$ cat src/rtl/alarme_pkg.sv
// Shared state encoding and width helper for the seatbelt warning controller.
package alarme_pkg;

  localparam logic [1:0] ST_IDLE   = 2'd0;
  localparam logic [1:0] ST_GRACE  = 2'd1;
  localparam logic [1:0] ST_ALERT  = 2'd2;
  localparam logic [1:0] ST_REMIND = 2'd3;

  typedef enum logic [1:0] {
    IDLE   = ST_IDLE,
    GRACE  = ST_GRACE,
    ALERT  = ST_ALERT,
    REMIND = ST_REMIND
  } state_t;

  function automatic int clog2w(input int n);
    return (n > 1) ? $clog2(n) : 1;
  endfunction

endpackage

$ cat src/rtl/alarme_tick.sv
// Timing prescaler: one-cycle tick every TICK_DIV clocks, restartable
// with a synchronous clear.
module alarme_tick
  import alarme_pkg::*;
#(
  parameter int TICK_DIV = 1000
) (
  input  logic clk,
  input  logic rst_n,
  input  logic clr,
  output logic tick
);

  localparam int PW = clog2w(TICK_DIV);
  localparam logic [PW-1:0] LAST = PW'(TICK_DIV - 1);

  logic [PW-1:0] pcnt;

  assign tick = (pcnt == LAST);

  always_ff @(posedge clk or negedge rst_n) begin
    if (!rst_n) begin
      pcnt <= '0;
    end else if (clr || tick) begin
      pcnt <= '0;
    end else begin
      pcnt <= pcnt + 1'b1;
    end
  end

endmodule

$ cat src/rtl/alarme_ctrl.sv
// Seatbelt warning sequencer: IDLE -> GRACE -> ALERT (blink+buzzer) -> REMIND.
// Optional belt debounce with macro ALARME_DEBOUNCE_EN.
module alarme_ctrl
  import alarme_pkg::*;
#(
  parameter int TICK_DIV         = 1000,
  parameter int GRACE_TICKS      = 5,
  parameter int ALERT_TICKS      = 30,
  parameter int BLINK_HALF_TICKS = 1,
  parameter int DEB_CYCLES       = 16
) (
  input  logic       clk,
  input  logic       rst_n,
  input  logic       moto,
  input  logic       cinto,
  input  logic       igni,
  output logic       luz,
  output logic       bip,
  output logic [1:0] estado
);

  if (TICK_DIV < 1 || GRACE_TICKS < 1 || ALERT_TICKS < 1 ||
      BLINK_HALF_TICKS < 1 || DEB_CYCLES < 1) begin : g_bad_param
    $error("alarme_ctrl: all parameters must be >= 1");
  end

  localparam int MAX_GA = (GRACE_TICKS > ALERT_TICKS) ?
                          GRACE_TICKS : ALERT_TICKS;
  localparam int MAXT = (MAX_GA > BLINK_HALF_TICKS) ?
                        MAX_GA : BLINK_HALF_TICKS;
  localparam int TW = $clog2(MAXT) + 1;

  localparam logic [TW-1:0] G_LAST = TW'(GRACE_TICKS - 1);
  localparam logic [TW-1:0] A_LAST = TW'(ALERT_TICKS - 1);
  localparam logic [TW-1:0] B_LAST = TW'(BLINK_HALF_TICKS - 1);

  logic [2:0] sync1;
  logic [2:0] sync2;
  logic       moto_s;
  logic       cinto_s;
  logic       igni_s;
  logic       cinto_f;
  logic       cond;

  always_ff @(posedge clk or negedge rst_n) begin
    if (!rst_n) begin
      sync1 <= '0;
      sync2 <= '0;
    end else begin
      sync1 <= {moto, cinto, igni};
      sync2 <= sync1;
    end
  end

  assign moto_s  = sync2[2];
  assign cinto_s = sync2[1];
  assign igni_s  = sync2[0];

`ifdef ALARME_DEBOUNCE_EN
  localparam int DW = clog2w(DEB_CYCLES) + 1;
  localparam logic [DW-1:0] D_LAST = DW'(DEB_CYCLES - 1);

  logic [DW-1:0] dcnt;

  // Belt state follows only after DEB_CYCLES consecutive disagreeing cycles.
  always_ff @(posedge clk or negedge rst_n) begin
    if (!rst_n) begin
      dcnt    <= '0;
      cinto_f <= 1'b0;
    end else if (cinto_s == cinto_f) begin
      dcnt <= '0;
    end else if (dcnt == D_LAST) begin
      dcnt    <= '0;
      cinto_f <= cinto_s;
    end else begin
      dcnt <= dcnt + 1'b1;
    end
  end
`else
  assign cinto_f = cinto_s;
`endif

  assign cond = moto_s & ~cinto_f & igni_s;

  state_t        state;
  state_t        nxt;
  logic [TW-1:0] tcnt;
  logic [TW-1:0] bcnt;
  logic          phase;
  logic          phase_nxt;
  logic          go;
  logic          flip;
  logic          tick;

  alarme_tick #(
    .TICK_DIV(TICK_DIV)
  ) u_tick (
    .clk  (clk),
    .rst_n(rst_n),
    .clr  (go),
    .tick (tick)
  );

  // Loss of cond always wins over a same-cycle expiry tick.
  always_comb begin
    nxt = state;
    case (state)
      IDLE:    if (cond) nxt = GRACE;
      GRACE:   if (!cond) nxt = IDLE;
               else if (tick && tcnt == G_LAST) nxt = ALERT;
      ALERT:   if (!cond) nxt = IDLE;
               else if (tick && tcnt == A_LAST) nxt = REMIND;
      REMIND:  if (!cond) nxt = IDLE;
      default: nxt = IDLE;
    endcase
  end

  assign go        = (nxt != state);
  assign flip      = (state == ALERT) && tick && (bcnt == B_LAST);
  assign phase_nxt = go ? 1'b1 : (phase ^ flip);

  always_ff @(posedge clk or negedge rst_n) begin
    if (!rst_n) begin
      state <= IDLE;
      tcnt  <= '0;
      bcnt  <= '0;
      phase <= 1'b0;
      luz   <= 1'b0;
      bip   <= 1'b0;
    end else begin
      state <= nxt;
      phase <= phase_nxt;
      if (go) begin
        tcnt <= '0;
        bcnt <= '0;
      end else if (tick) begin
        if (tcnt != '1) tcnt <= tcnt + 1'b1;
        if (state == ALERT) bcnt <= flip ? '0 : bcnt + 1'b1;
      end
      luz <= (nxt == ALERT) ? phase_nxt : (nxt != IDLE);
      bip <= (nxt == ALERT) & phase_nxt;
    end
  end

  assign estado = state;

endmodule

$ cat config.mk
export PLATFORM = sky130hd
export DESIGN_NAME = alarme_ctrl
export DESIGN_NICKNAME = d
export VERILOG_FILES = /design/src/rtl/alarme_pkg.sv /design/src/rtl/alarme_tick.sv /design/src/rtl/alarme_ctrl.sv
export SDC_FILE = /design/constraint.sdc
export NUM_CORES = 1
export LEC_CHECK = 0
export CAP_MARGIN = 20
export CORE_ASPECT_RATIO = 0.75
export CORE_MARGIN = 1.5
export CORE_UTILIZATION = 40
export DETAILED_ROUTE_END_ITERATION = 8
export DONT_BUFFER_PORTS = 1
export PLACE_DENSITY = 0.64
export REMOVE_ABC_BUFFERS = 1
export SLEW_MARGIN = 10
export SYNTH_ARGS = -nofsm -noshare
export SYNTH_HDL_FRONTEND = slang
export SYNTH_SLANG_ARGS = --single-unit
$ cat constraint.sdc
create_clock -name clk -period 6.6 [get_ports clk]
set_input_delay 0.33 -clock clk [delete_from_list [all_inputs] [get_ports clk]]
set_output_delay 0.33 -clock clk [all_outputs]
set_load 0.05 [all_outputs]
# ---- Word-level counts from Yosys, hierarchy flattened
# Cells that the tools add are included.
dict set report word_totals {
  output_inout_bits 4
  ff_bits 33
  word_cells 56
}
dict set report op_classes {
  n_addsub 3
  n_reduce_logical 13
  eq_ne 9
  bitwise_logic 5
  n_mux 17
}
# op count
set op_table {}
lappend op_table {{6-bit 2-to-1 mux} 7}
lappend op_table {{6-bit by 1-bit adder with 6-bit output, second input constant} 2}
lappend op_table {{2-bit 2-to-1 mux} 6}
lappend op_table {{10-bit by 1-bit adder with 10-bit output, second input constant} 1}
lappend op_table {{10-bit == test, second input constant} 1}
lappend op_table {{10-bit 2-to-1 mux} 1}
lappend op_table {{2-bit one-hot mux with 4 select lines} 1}
lappend op_table {{2-bit nonzero test} 4}
lappend op_table {{2-bit == test, second input constant} 3}
lappend op_table {{6-bit by 3-bit == test with 1-bit output, second input constant} 1}
lappend op_table {{6-bit by 5-bit == test with 1-bit output, second input constant} 1}
lappend op_table {{6-bit logical NOT} 1}
lappend op_table {{6-bit inequality test, second input constant} 1}
lappend op_table {{1-bit logical AND} 4}
lappend op_table {{2-bit AND reduction} 2}
lappend op_table {{1-bit AND} 3}
lappend op_table {{2-bit by 1-bit == test with 1-bit output, second input constant} 1}
lappend op_table {{2-bit logical NOT} 1}
lappend op_table {{1-bit 2-to-1 mux} 2}
lappend op_table {{2-bit inequality test} 1}
lappend op_table {{1-bit logical OR} 1}
lappend op_table {{1-bit NOT} 1}
lappend op_table {{1-bit bitwise XOR} 1}

# ---- Logic depth before layout (Yosys ltp)
# Gate-level depths: netlist (run 1).
dict set report depth {
  word_depth 8
  depth_mapped 8
  depth_no_buf 6
}

# ---- Modules after synthesis
# A second synthesis (run 1) with hierarchy kept.
dict set report hier_totals {
  hier_cells 154
  area_unflattened_um2 1625.3
}
# module area_each_um2 cells_each n_inst
set modules_own_cells {}
lappend modules_own_cells {alarme_ctrl 1092.3 103 1}
lappend modules_own_cells {alarme_tick 533.0 51 1}

# ---- Worst setup path after synthesis (run 1)
# Ideal clock, no wire load.
dict set report synth_path {
  path_kind {register to register}
  from {register u_tick.pcnt[0]}
  to {register tcnt[1]}
  required_ns 6.476
  arrival_ns 2.208
  setup_ns 0.124
  path_buffers 2
  setup_slack_ns 4.268
  stages_incl_launch_ff 9
  synth_period_minus_slack_ns 2.332
  cell_sequence {dfrtp_1 -> ha_1 -> or3b_4 -> or3_1 -> buf_6 -> or4_4 -> o311ai_4 -> buf_8 -> a21oi_1}
}
dict set report synth_via {
  elab_chain_len 8
}
# item line
set synth_rtl {}
lappend synth_rtl {{start: declaration} alarme_tick.sv:17} ;# logic [PW-1:0] pcnt;
lappend synth_rtl {{start signal: assignment} alarme_tick.sv:27} ;# pcnt <= pcnt + 1'b1;
lappend synth_rtl {{10-bit == test (*)} alarme_tick.sv:19} ;# assign tick = (pcnt == LAST);
lappend synth_rtl {{1-bit logical AND, on equally long branches} {alarme_ctrl.sv:112, alarme_ctrl.sv:110}}
lappend synth_rtl {{2-bit 2-to-1 mux, on equally long branches} {alarme_ctrl.sv:112, alarme_ctrl.sv:110}}
lappend synth_rtl {{2-bit 2-to-1 mux, on equally long branches} {alarme_ctrl.sv:111, alarme_ctrl.sv:109}}
lappend synth_rtl {{2-bit one-hot mux with 4 select lines} alarme_ctrl.sv:107} ;# case (state)
lappend synth_rtl {{2-bit inequality test} alarme_ctrl.sv:118} ;# assign go = (nxt != state);
lappend synth_rtl {{2-bit nonzero test (no line)} -}
lappend synth_rtl {{2-bit AND reduction (no line)} -}
lappend synth_rtl {{end signal: assignment} alarme_ctrl.sv:137} ;# if (tcnt != '1) tcnt <= tcnt + 1'b1;
lappend synth_rtl {{end: declaration} alarme_ctrl.sv:87} ;# logic [TW-1:0] tcnt;
# Every way passes the cells marked *; elsewhere a longest branch is shown, timed or not.
# A chain may end at the register's enable or synchronous reset.

# ---- Final worst setup path (run 1)
dict set report layout_path {
  from {register u_tick.pcnt[0]}
  to {register bcnt[2]}
}
dict set report layout_via {
  elab_chain_len 8
}
# item line
set layout_rtl {}
lappend layout_rtl {{10-bit == test (*)} alarme_tick.sv:19}
lappend layout_rtl {{1-bit logical AND, on equally long branches} {alarme_ctrl.sv:112, alarme_ctrl.sv:110}}
lappend layout_rtl {{2-bit 2-to-1 mux, on equally long branches} {alarme_ctrl.sv:112, alarme_ctrl.sv:110}}
lappend layout_rtl {{2-bit 2-to-1 mux, on equally long branches} {alarme_ctrl.sv:111, alarme_ctrl.sv:109}}
lappend layout_rtl {{2-bit one-hot mux with 4 select lines} alarme_ctrl.sv:107}
lappend layout_rtl {{2-bit inequality test} alarme_ctrl.sv:118}
lappend layout_rtl {{2-bit nonzero test (no line)} -}
lappend layout_rtl {{2-bit AND reduction (no line)} -}
lappend layout_rtl {{end signal: assignment} alarme_ctrl.sv:138} ;# if (state == ALERT) bcnt <= flip ? '0 : bcnt + 1'b1;
lappend layout_rtl {{end: declaration} alarme_ctrl.sv:88} ;# logic [TW-1:0] bcnt;
# Every way passes the cells marked *; elsewhere a longest branch is shown, timed or not. The select of a mux whose other input is x is not followed.

==> flow_summary.json, run 1 <==
{
  "cts.repair_timing.setup_buffer_count": 0,
  "insertedDiodeCount": 0,
  "worstSetupEndpointType": "flip-flop",
  "run_status": "finished clean",
  "synth_common_cells": "sky130_fd_sc_hd__dfrtp_1, sky130_fd_sc_hd__nor2_1, sky130_fd_sc_hd__nand2_1, sky130_fd_sc_hd__xnor2_1, sky130_fd_sc_hd__nand3_1",
  "p_per_area_mw_per_mm2": 239.2,
  "power_leakage_nw": 0.7296,
  "grt_usage_pct": 14.79,
  "placed_cells_incl_taps": 202,
  "cts-root-buf": "sky130_fd_sc_hd__clkbuf_8",
  "fp.coreArea_mm2": 0.003709,
  "routed_wirelength_mm": 2.739,
  "drtIter0Drc": 45,
  "critical_path.max_fanout": 13,
  "worstSetupPathType": "flip-flop to flip-flop",
  "cts_tree": "yes",
  "synth-seq-cells": 33,
  "hold_path.startpoint": "cinto",
  "synth_sequential_area_ratio_pct": 52.88,
  "antenna_found_initial": 0,
  "period_share_pct": 37.91,
  "cp.arrival_ns": 2.63,
  "start_kind": "flip-flop",
  "cp_data_required_time_ns": 6.73,
  "start_util_pct": 42.11,
  "synth_warnings": 0,
  "largest_net_degree_at_the_start_of_global_routing": 34,
  "syn-mean-instance-area_um2": 10.27,
  "synth_largest_type_area_fraction_pct": 52.88,
  "drt-pass1-iter-count": 4,
  "cell_type_with_the_largest_total_area_after_synthesis": "sky130_fd_sc_hd__dfrtp_1",
  "cell_class_contributing_the_biggest_share_of_worst_path_delay": "simple AND/OR/NAND/NOR gates",
  "period_minus_slack_ns": 2.502,
  "ios": 9,
  "overflow_after_grt": 0,
  "top_signal_layer_used": "met4",
  "tritoncts.num_buffers": 5,
  "syn_inst": 152,
  "asyncSetResetFlopFracSynth_pct": 100.0,
  "timing.setup.tns_ns": 0,
  "floorplan.die_area_mm2": 0.004292,
  "detail-route-antenna-nets": 0,
  "gp_routability_congestion": 0.8238,
  "cp.buffers_inverters": 0,
  "clock-sinks": 33,
  "number_of_global_route_vias_before_repair": 1040,
  "worst_r2r_path_depth": 6,
  "clk_latency_ns": 0.28,
  "grt_setup_unrepaired": "no",
  "synth.top_cells.by_area": "sky130_fd_sc_hd__dfrtp_1, sky130_fd_sc_hd__nor2_1, sky130_fd_sc_hd__xnor2_1",
  "number_of_enable_type_register_cells_in_the_synthesized_netlist": 0,
  "holdPathStages": 0,
  "report.final.slew_viol_count": 0,
  "route.detailed.vias_per_inst": 5.066,
  "htree_num_levels": 2,
  "die_height_um": 57.11,
  "most_used_standard_cell_by_instance_count_after_synthesis": "sky130_fd_sc_hd__dfrtp_1",
  "numPortBuffers": 0,
  "number_of_nets_at_the_end_of_the_flow": 170,
  "clock_path_buffers": 2,
  "max_slew.worst_pin.slew_ns": 0.7763,
  "via_count": 1069,
  "met2WireLength_mm": 1.315,
  "finalClockSkew_ns": 0.005995,
  "worst_hold_path_type": "input port to flip-flop",
  "die_w_um": 75.15,
  "synthFlopType": "sky130_fd_sc_hd__dfrtp_1",
  "synth.lib_cells_used.distinct": 27,
  "timing.max_slew.rel_slack_pct": 47.77,
  "post-layout-total-power_uw": 410.6,
  "wl_met1_mm": 1.310,
  "layoutNonFillerInstCount": 211,
  "setup_viol": 0,
  "grt_first_pass_wirelength_mm": 4.595,
  "post_synth_instance_area_mm2": 0.001561,
  "path_depth": 6,
  "drive_above_1_share_pct": 6.289,
  "hpwl_mm": 1.969,
  "wl_per_cell_um": 12.98,
  "worst_path_max_delay_cell": "sky130_fd_sc_hd__or4_4",
  "fmax_ghz": 0.3996,
  "clkSlewWorstSetupHoldPaths_ns": 0.06,
  "number_of_filler_cells_placed_in_the_layout": 358,
  "area.growth.synth_to_final_pct": 9.936,
  "path_cells": "ha_1 -> or3b_4 -> or3_1 -> or4_4 -> o311ai_4 -> a21oi_1",
  "crit_start": "u_tick.pcnt[0]",
  "finalHoldViolations": 0,
  "regToRegStartpoint": "u_tick.pcnt[0]",
  "remaining_drc_errors": 0,
  "cap_violations": 0,
  "peakVddDrop_mv": 0.09332,
  "placement_rows": 19,
  "dr_wl_met3_um": 91,
  "cpPeakStageDelay_ns": 0.57
}
==> flip-flops by register name (all words and copies together) (netlist names) <==
name / count
luz: 1
tcnt: 6
sync1: 3
bcnt: 6
phase: 1
estado: 2
bip: 1
sync2: 3
u_tick.pcnt: 10
==> layout make-up <==
cell class	instances	area, um2	share of cell area, %
clock buffers	7	86.33	5.029
inverters	5	18.77	1.093
multi-input cells	112	690.7	40.23
flip-flops and latches	33	825.8	48.10
well taps	52	65.06	3.790
repair buffers	2	30.03	1.749
==> stage by stage <==
stage               util [%]  hold slack, ns  worst slack [ns]  instance area (um2)
floorplan                  -         0.03441             4.317                 1535
global placement       43.15         0.03524             4.171                 1600
detailed placement     43.15         0.03526             4.097                 1600
CTS                    46.29         0.06513             4.091                 1717
global route           46.29         0.05511             3.980                 1717
finish                 46.29         0.07730             4.098                 1717
==> kinds of logic (layout without fill, tap and decap cells) <==
kind of cell,after synthesis,count (layout),share of synthesized area (%)
and+or+nand+nor,76,76,24.04
buffers and inverters,7,14,2.884
xor gates and xnor gates,16,16,8.974
AOI/OAI and AO/OA,14,14,6.411
DFF,33,33,52.88
adders and majority gates,6,6,4.808
==> layer usage <==
metal / vias to the layer above / GRT usage (%)
met3: 2 / 6.360
met4: 0 / 7.398
met5: - / 0
met2: 10 / 22.25
li1: 530 / -
met1: 527 / 18.17
==> cells in the final DEF (no fill, tap or decap), drive strengths merged, types with 6 or more instances in the layout <==
| master | netlist | routed |
|---|---|---|
| xnor2 | 10 | 10 |
| dfrtp | 33 | 33 |
| xor2 | 6 | 6 |
| nand2 | 10 | 10 |
| and3 | 7 | 7 |
| a21oi | 7 | 7 |
| nor2 | 28 | 28 |
| ha | 6 | 6 |
| nand3 | 9 | 9 |
| clkbuf | 0 | 7 |
| nor3 | 7 | 7 |
==> power breakdown <==
group | switching, mW | internal [mW] | total, mW
clock network | 0.0680 | 0.0826 | 0.151
logic | 0.0171 | 0.0160 | 0.0331
registers | 0.0128 | 0.214 | 0.227
==> path summary, 6_finish.rpt <==
check,to,slack [ns]
worst min-delay path,sync1[1],0.08
worst min register to register,sync2[2],0.35
worst max-delay path,bcnt[2],4.10
min in group asynchronous,u_tick.pcnt[4],0.49
worst max register to register,bcnt[2],4.10
max in group asynchronous,tcnt[3],5.92
==> what timing repair did <==
action	4_1_cts	5_1_grt
setup endpoints to repair	0	0
hold buffers	2	0
gates resized for setup	0	0
hold endpoints to repair	33	0
Power figures use the tool's default switching activity.
==> run 2: changes to the inputs <==
--- a/config.mk
+++ b/config.mk
@@ -5,13 +5,14 @@
 export SDC_FILE = /design/constraint.sdc
 export NUM_CORES = 1
 export LEC_CHECK = 0
+export ABC_AREA = 1
 export CAP_MARGIN = 20
 export CORE_ASPECT_RATIO = 0.75
 export CORE_MARGIN = 1.5
 export CORE_UTILIZATION = 40
 export DETAILED_ROUTE_END_ITERATION = 8
 export DONT_BUFFER_PORTS = 1
-export PLACE_DENSITY = 0.64
+export PLACE_DENSITY = 0.66
 export REMOVE_ABC_BUFFERS = 1
 export SLEW_MARGIN = 10
 export SYNTH_ARGS = -nofsm -noshare
==> constraint.sdc (replaced) <==
create_clock -name clk -period 2.1 [get_ports clk]
set_input_delay 0.105 -clock clk [delete_from_list [all_inputs] [get_ports clk]]
set_output_delay 0.105 -clock clk [all_outputs]
set_load 0.05 [all_outputs]
==> run 2 against run 1 <==
Final cell count up 27%. Sequential share of layout area decreased by 5.6 points. Fmax is 45% higher. Clock skew decreased by 0.0019 ns. Area after synthesis grew 7.2%. Die area grew 6.9%. Design area grew 13%. Register-to-register slack worse by 3.7 ns. Non-clock buffer count grew 5. First-iteration DRC count rose by 4.4%. Critical path type unchanged. Critical endpoint is now tcnt[0]. Largest cell class unchanged.
==> flow_summary.json, run 2 <==
{
  "period_share_pct": 81.95,
  "routed_wirelength_mm": 2.772,
  "timing.max_slew.rel_slack_pct": 70.11,
  "clkSlewWorstSetupHoldPaths_ns": 0.07,
  "fin_worst_hold_slack_ns": 0.2597,
  "detailed_place.area_mm2": 0.001747,
  "critical_path.max_fanout": 12,
  "clock-sinks": 33,
  "muxShareOfSynthArea_pct": 0,
  "antenna_found_initial": 0,
  "power.clock.fraction_pct": 40.5,
  "report.final.slew_viol_count": 0,
  "flop_to_flop_setup_slack_ns": 0.38,
  "placed_cells_incl_taps": 254,
  "post-layout-total-power_mw": 1.728,
  "cts.repair_timing.setup_buffer_count": 0,
  "xor_xnor_fraction_of_synth_area_pct": 5.755,
  "cpPeakStageDelay_ns": 0.40,
  "synth_common_cells": "sky130_fd_sc_hd__nand2_1, sky130_fd_sc_hd__nor2_1, sky130_fd_sc_hd__dfrtp_1",
  "cell_type_with_the_largest_total_area_after_synthesis": "sky130_fd_sc_hd__dfrtp_1",
  "synth_warnings": 0,
  "top_regs": "u_tick.pcnt x10, bcnt x6, tcnt x6",
  "grt_usage_pct": 14.49,
  "start_kind": "flip-flop",
  "synth_sequential_area_ratio_pct": 49.33,
  "number_of_filler_cells_placed_in_the_layout": 362,
  "hpwl_mm": 2.002,
  "fin_ws_ns": 0.3790,
  "cap_violations": 0,
  "worstSetupPathType": "flip-flop to flip-flop",
  "synth-seq-cells": 33,
  "clock_path_buffers": 2,
  "die_w_um": 77.70,
  "number_of_flip_flops_in_the_largest_register": 10,
  "area.growth.synth_to_final_pct": 15.92,
  "period_minus_slack_ns": 1.721,
  "route.detailed.vias_per_inst": 4.502,
  "fmax_ghz": 0.5811,
  "syn-mean-instance-area_um2": 8.455,
  "synth_compound_area_share_pct": 5.381,
  "layoutNonFillerInstCount": 267,
  "dp_worst_setup_slack_ns": 0.3782,
  "cp.buffers_inverters": 0,
  "yosys.area_share.adder_pct": 4.484,
  "finalHoldViolations": 0,
  "synth.lib_cells_used.distinct": 24,
  "fraction_of_the_mapped_netlist_area_in_simple_logic_gates_pct": 27.88,
  "overflow_after_grt": 0,
  "synth_largest_type_area_fraction_pct": 49.33,
  "ios": 9,
  "run_status": "finished clean",
  "worstSetupEndpointType": "flip-flop",
  "p_seq_share_pct": 43.8,
  "wl_per_cell_um": 10.38,
  "largest_net_degree_at_the_start_of_global_routing": 34,
  "number_of_enable_type_register_cells_in_the_synthesized_netlist": 0,
  "die_height_um": 59.03,
  "post_cts_resized": 0,
  "switching_share_pct": 27.99,
  "cell_class_contributing_the_biggest_share_of_worst_path_delay": "simple AND/OR/NAND/NOR gates",
  "grt_first_pass_wirelength_mm": 5.057,
  "gp_routability_congestion": 0.8733,
  "fp.coreArea_mm2": 0.004029,
  "stdcell_area_mm2": 0.001941,
  "detail-route-antenna-nets": 0,
  "timing.setup.tns_ns": 0,
  "total_switching_power_uw": 483.6,
  "dominant_combinational_cell_family_by_area_after_synthesis": "simple AND/OR/NAND/NOR gates",
  "via_count": 1202,
  "post_synth_instance_area_mm2": 0.001674,
  "drt-pass1-iter-count": 4,
  "asyncSetResetFlopFracSynth_pct": 100.0,
  "cts-root-buf": "sky130_fd_sc_hd__clkbuf_8",
  "clk_latency_ns": 0.28,
  "multi_input_gate_area_in_the_final_layout_um2": 728.2,
  "tritoncts.num_buffers": 5,
  "max_slew.worst_pin.slew_ns": 0.4487,
  "finalClockSkew_ns": 0.004096,
  "finish.utilization_pct": 48.17,
  "number_of_global_route_vias_before_repair": 1149,
  "drive_above_1_share_pct": 14.62,
  "htree_num_levels": 2,
  "combinationalPowerShare_pct": 15.6,
  "setup_viol": 0,
  "start_util_pct": 41.55,
  "cp_data_required_time_ns": 2.29,
  "p_per_area_mw_per_mm2": 890.3,
  "grt_setup_unrepaired": "no",
  "cp.arrival_ns": 1.91,
  "number_of_nets_at_the_end_of_the_flow": 222,
  "drtIter0Drc": 47,
  "remaining_drc_errors": 0,
  "cts_tree": "yes",
  "sequential_cell_area_um2": 825.8,
  "numPortBuffers": 0,
  "placement_rows": 20,
  "synth.top_cells.by_area": "sky130_fd_sc_hd__dfrtp_1, sky130_fd_sc_hd__nand2_1, sky130_fd_sc_hd__nor2_1",
  "floorplan.die_area_mm2": 0.004586,
  "peakVddDrop_mv": 0.5644,
  "most-common-layout-cells": "sky130_fd_sc_hd__nand2_1, sky130_fd_sc_hd__nor2_1, sky130_fd_sc_hd__dfrtp_1",
  "worst_path_max_delay_cell": "sky130_fd_sc_hd__dfrtp_1",
  "worst_hold_path_type": "input port to asynchronous set/reset pin",
  "insertedDiodeCount": 0,
  "syn_inst": 198,
  "registers.top_by_ff_count": "u_tick.pcnt",
  "power_leakage_nw": 0.9111,
  "most_used_standard_cell_by_instance_count_after_synthesis": "sky130_fd_sc_hd__nand2_1",
  "path_cells": "ha_1 -> nand2_2 -> nor2_1 -> nand3_2 -> nor2_1 -> o211ai_2 -> nand2_2 -> nor3_1",
  "synthFlopType": "sky130_fd_sc_hd__dfrtp_1",
  "cell_internal_pwr_mw": 1.244,
  "leading_cell_type_in_the_layout_fill_and_taps_excluded": "sky130_fd_sc_hd__nand2_1"
}
## run 2: power groups by stage
stage	clock (mW)	sequential, mW	combinational (mW)
6_report	0.700	0.757	0.270
5_1_grt	0.748	0.766	0.306
4_1_cts	0.725	0.757	0.272
3_5_place_dp	0	0.770	0.248
3_3_place_gp	0	0.768	0.245
2_1_floorplan	0	0.789	0.167
## run 2: cell type report
cell class                      instances  area share [%]
Sequential cell                        33           42.55
Multi-Input combinational cell        135           37.52
Timing Repair Buffer                    7           3.868
Tap cell                               55           3.546
Clock inverter                          3           3.353
Inverter                               29           5.609
Clock buffer                            5           3.546
## run 2: cells by family (layout without fill, tap and decap cells)
| family | Yosys count | in the layout |
|---|---|---|
| DFF | 33 | 33 |
| buffers and inverters | 30 | 44 |
| and+or+nand+nor | 104 | 104 |
| xor gates and xnor gates | 11 | 11 |
| AOI/OAI and AO/OA | 14 | 14 |
| adders and majority gates | 6 | 6 |
## run 2: path summary, 6_finish.rpt
path,from,endpoint,cells after the start
max reg2reg,u_tick.pcnt[0],tcnt[0],8
min in group clk,sync1[1],sync2[1],0
max,u_tick.pcnt[0],tcnt[0],8
min reg2reg,sync1[1],sync2[1],0
max in group asynchronous,rst_n,tcnt[3],2
min,rst_n,u_tick.pcnt[2],2
## run 2: repair_timing
| item | CTS | global route |
|---|---|---|
| endpoints found under the setup margin | 0 | 0 |
| hold buffers | 5 | 0 |
| endpoints found under the hold margin | 36 | 0 |
## run 2: per-layer routing
| layer | track usage (%) | up-vias | routed length (um) |
|---|---|---|---|
| li1 | - | 635 | - |
| met1 | 19.09 | 544 | 1459 |
| met2 | 21.99 | 19 | 1142 |
| met3 | 4.462 | 4 | 129 |
| met4 | 7.013 | 0 | 40 |
| met5 | 0 | - | 0 |
## run 2: worst register-to-register path: cells and delay by family, from the launching register on
kind,cells,cell delay [ns]
compound gates,1,0.21
simple gates,6,0.77
flops,1,0.40
fa+ha+maj,1,0.24
==> run 3: changes to the inputs <==
==> constraint.sdc (replaced) <==
create_clock -name clk -period 1.4 [get_ports clk]
set_input_delay 0.07 -clock clk [delete_from_list [all_inputs] [get_ports clk]]
set_output_delay 0.07 -clock clk [all_outputs]
set_load 0.05 [all_outputs]
==> run 3 against run 2 <==
Global-route usage increased by 5.2 points. First-iteration DRC count increased by 140%. Clock skew decreased by 0.0014 ns. Via count increased by 19%. Largest power group unchanged. Combinational power increased to 2.6 times the previous value. Design area increased by 27%. Worst hold slack got worse by 0.054 ns. Sequential power increased by 52%. The flow now finishes with violations (setup timing). Sequential share of layout area decreased by 9.1 points. Register-to-register slack got worse by 0.58 ns. Final cell count increased by 16%. Count of clock-buffer cells in the layout unchanged.
==> flow_summary.json, run 3 (synthesis results as in run 2) <==
{
  "finish.utilization_pct": 61.27,
  "period_share_pct": 114.3,
  "number_of_nets_at_the_end_of_the_flow": 264,
  "dp_worst_setup_slack_ns": -0.2378,
  "crit_start": "tcnt[1]",
  "largest_net_degree_at_the_start_of_global_routing": 34,
  "detail-route-antenna-nets": 0,
  "total_switching_power_uw": 949.8,
  "antenna_found_initial": 0,
  "floorplan.die_area_mm2": 0.004586,
  "period_minus_slack_ns": 1.600,
  "fin_worst_hold_slack_ns": 0.2060,
  "hpwl_mm": 2.283,
  "htree_num_levels": 2,
  "finalHoldViolations": 0,
  "grt_usage_pct": 19.68,
  "via_count": 1436,
  "start_kind": "flip-flop",
  "regToRegStartpoint": "tcnt[1]",
  "leading_cell_type_in_the_layout_fill_and_taps_excluded": "sky130_fd_sc_hd__buf_4",
  "clk_latency_ns": 0.30,
  "fmax_ghz": 0.6249,
  "finalClockSkew_ns": 0.002722,
  "switching_share_pct": 34.03,
  "p_per_area_mw_per_mm2": 1131,
  "max_slew.worst_pin.slew_ns": 0.4452,
  "setup_viol": 26,
  "drt-pass1-iter-count": 4,
  "clock-sinks": 33,
  "insertedDiodeCount": 0,
  "worstSetupEndpointType": "flip-flop",
  "path_cells": "inv_2 -> buf_6 -> ha_4 -> nand4_1 -> o21ai_2 -> nand2_1 -> nand2_2 -> a21oi_2 -> nand2_2 -> nand2_1",
  "number_of_flip_flops_in_the_largest_register": 10,
  "drive_above_1_share_pct": 42.52,
  "grt_first_pass_wirelength_mm": 6.534,
  "cpPeakStageDelay_ns": 0.39,
  "number_of_filler_cells_placed_in_the_layout": 333,
  "numPortBuffers": 0,
  "power.clock.fraction_pct": 33.2,
  "flop_to_flop_setup_slack_ns": -0.20,
  "p_seq_share_pct": 41.2,
  "layoutNonFillerInstCount": 309,
  "cp.buffers_inverters": 2,
  "clock_path_buffers": 2,
  "top_regs": "u_tick.pcnt x10, bcnt x6, tcnt x6",
  "ios": 9,
  "overflow_after_grt": 0,
  "grt_setup_unrepaired": "yes",
  "placed_cells_incl_taps": 289,
  "peakVddDrop_mv": 1.077,
  "critical_path.max_fanout": 2,
  "fp.coreArea_mm2": 0.004029,
  "route.detailed.vias_per_inst": 4.647,
  "area.growth.synth_to_final_pct": 47.46,
  "worst_r2r_path_depth": 10,
  "cts_tree": "yes",
  "cp_data_required_time_ns": 1.59,
  "clkSlewWorstSetupHoldPaths_ns": 0.07,
  "cap_violations": 0,
  "wl_per_cell_um": 12.94,
  "tritoncts.num_buffers": 5,
  "drtIter0Drc": 111,
  "die_w_um": 77.70,
  "placement_rows": 20,
  "r2r-end": "luz",
  "gp_routability_congestion": 0.8558,
  "worst_path_max_delay_cell": "sky130_fd_sc_hd__dfrtp_1",
  "report.final.slew_viol_count": 0,
  "cts-root-buf": "sky130_fd_sc_hd__clkbuf_8",
  "timing.max_slew.rel_slack_pct": 70.34,
  "sequential_cell_area_um2": 825.8,
  "die_height_um": 59.03,
  "combinationalPowerShare_pct": 25.6,
  "power_leakage_nw": 1.138,
  "cell_internal_pwr_mw": 1.841,
  "registers.top_by_ff_count": "u_tick.pcnt",
  "worstSetupPathType": "flip-flop to flip-flop",
  "most-common-layout-cells": "sky130_fd_sc_hd__buf_4, sky130_fd_sc_hd__nand2_1, sky130_fd_sc_hd__dfrtp_1",
  "routed_wirelength_mm": 3.998,
  "start_util_pct": 41.55,
  "multi_input_gate_area_in_the_final_layout_um2": 959.7,
  "cp.arrival_ns": 1.79,
  "cell_class_contributing_the_biggest_share_of_worst_path_delay": "simple AND/OR/NAND/NOR gates",
  "number_of_global_route_vias_before_repair": 1410,
  "worst_hold_path_type": "input port to asynchronous set/reset pin",
  "violations": "setup timing",
  "remaining_drc_errors": 0,
  "fin_ws_ns": -0.2002,
  "run_status": "finished with violations"
}
[run 3: power by group through the flow]
| stage | Combinational [mW] | Sequential [mW] | Clock [mW] |
|---|---|---|---|
| floorplan | 0.250 | 1.18 | 0 |
| global placement | 0.454 | 1.15 | 0 |
| finish | 0.715 | 1.15 | 0.926 |
| CTS | 0.626 | 1.13 | 0.942 |
| detailed placement | 0.455 | 1.15 | 0 |
| global route | 0.791 | 1.16 | 0.976 |
[run 3: metal layers]
metal,vias to the layer above,part of all wire [%],global-route usage (%)
met4,0,3.7,10.13
met1,670,47,26.48
li1,724,-,-
met2,29,45,29.69
met5,-,0,0
met3,13,4.2,5.077
[run 3: timing repair]
item,in CTS,in global routing
resized for setup,36,21
hold buffers,5,0
endpoints found under the hold margin,36,0
setup endpoints to repair,26,27
cloned,2,0
pin swaps,29,25
setup buffers,3,3
[run 3: final cells by class]
type,count,area share (%)
Tap cell,55,2.788
Inverter,29,4.410
Clock inverter,3,1.875
Clock buffer,5,2.788
Timing Repair Buffer,47,15.81
Multi-Input combinational cell,137,38.87
Sequential cell,33,33.45
[run 3: how the worst max path moves through the flow]
stage	endpoint	slack [ns]	cells past startpoint
floorplan	luz	-0.20	9
global placement	u_tick.pcnt[5]	-0.20	8
detailed placement	bcnt[2]	-0.24	9
CTS	u_tick.pcnt[6]	-0.16	8
global route	u_tick.pcnt[2]	-0.25	9
finish	luz	-0.20	10
[run 3: stage by stage]
| step | power [mW] | cell area (um2) | TNS (ns) |
|---|---|---|---|
| global placement | 1.600 | 2009 | -4.501 |
| finish | 2.791 | 2469 | -4.357 |
| CTS | 2.703 | 2375 | -3.577 |
| floorplan | 1.434 | 1663 | -2.279 |
| global route | 2.924 | 2469 | -5.728 |
| detailed placement | 1.603 | 2009 | -5.149 |
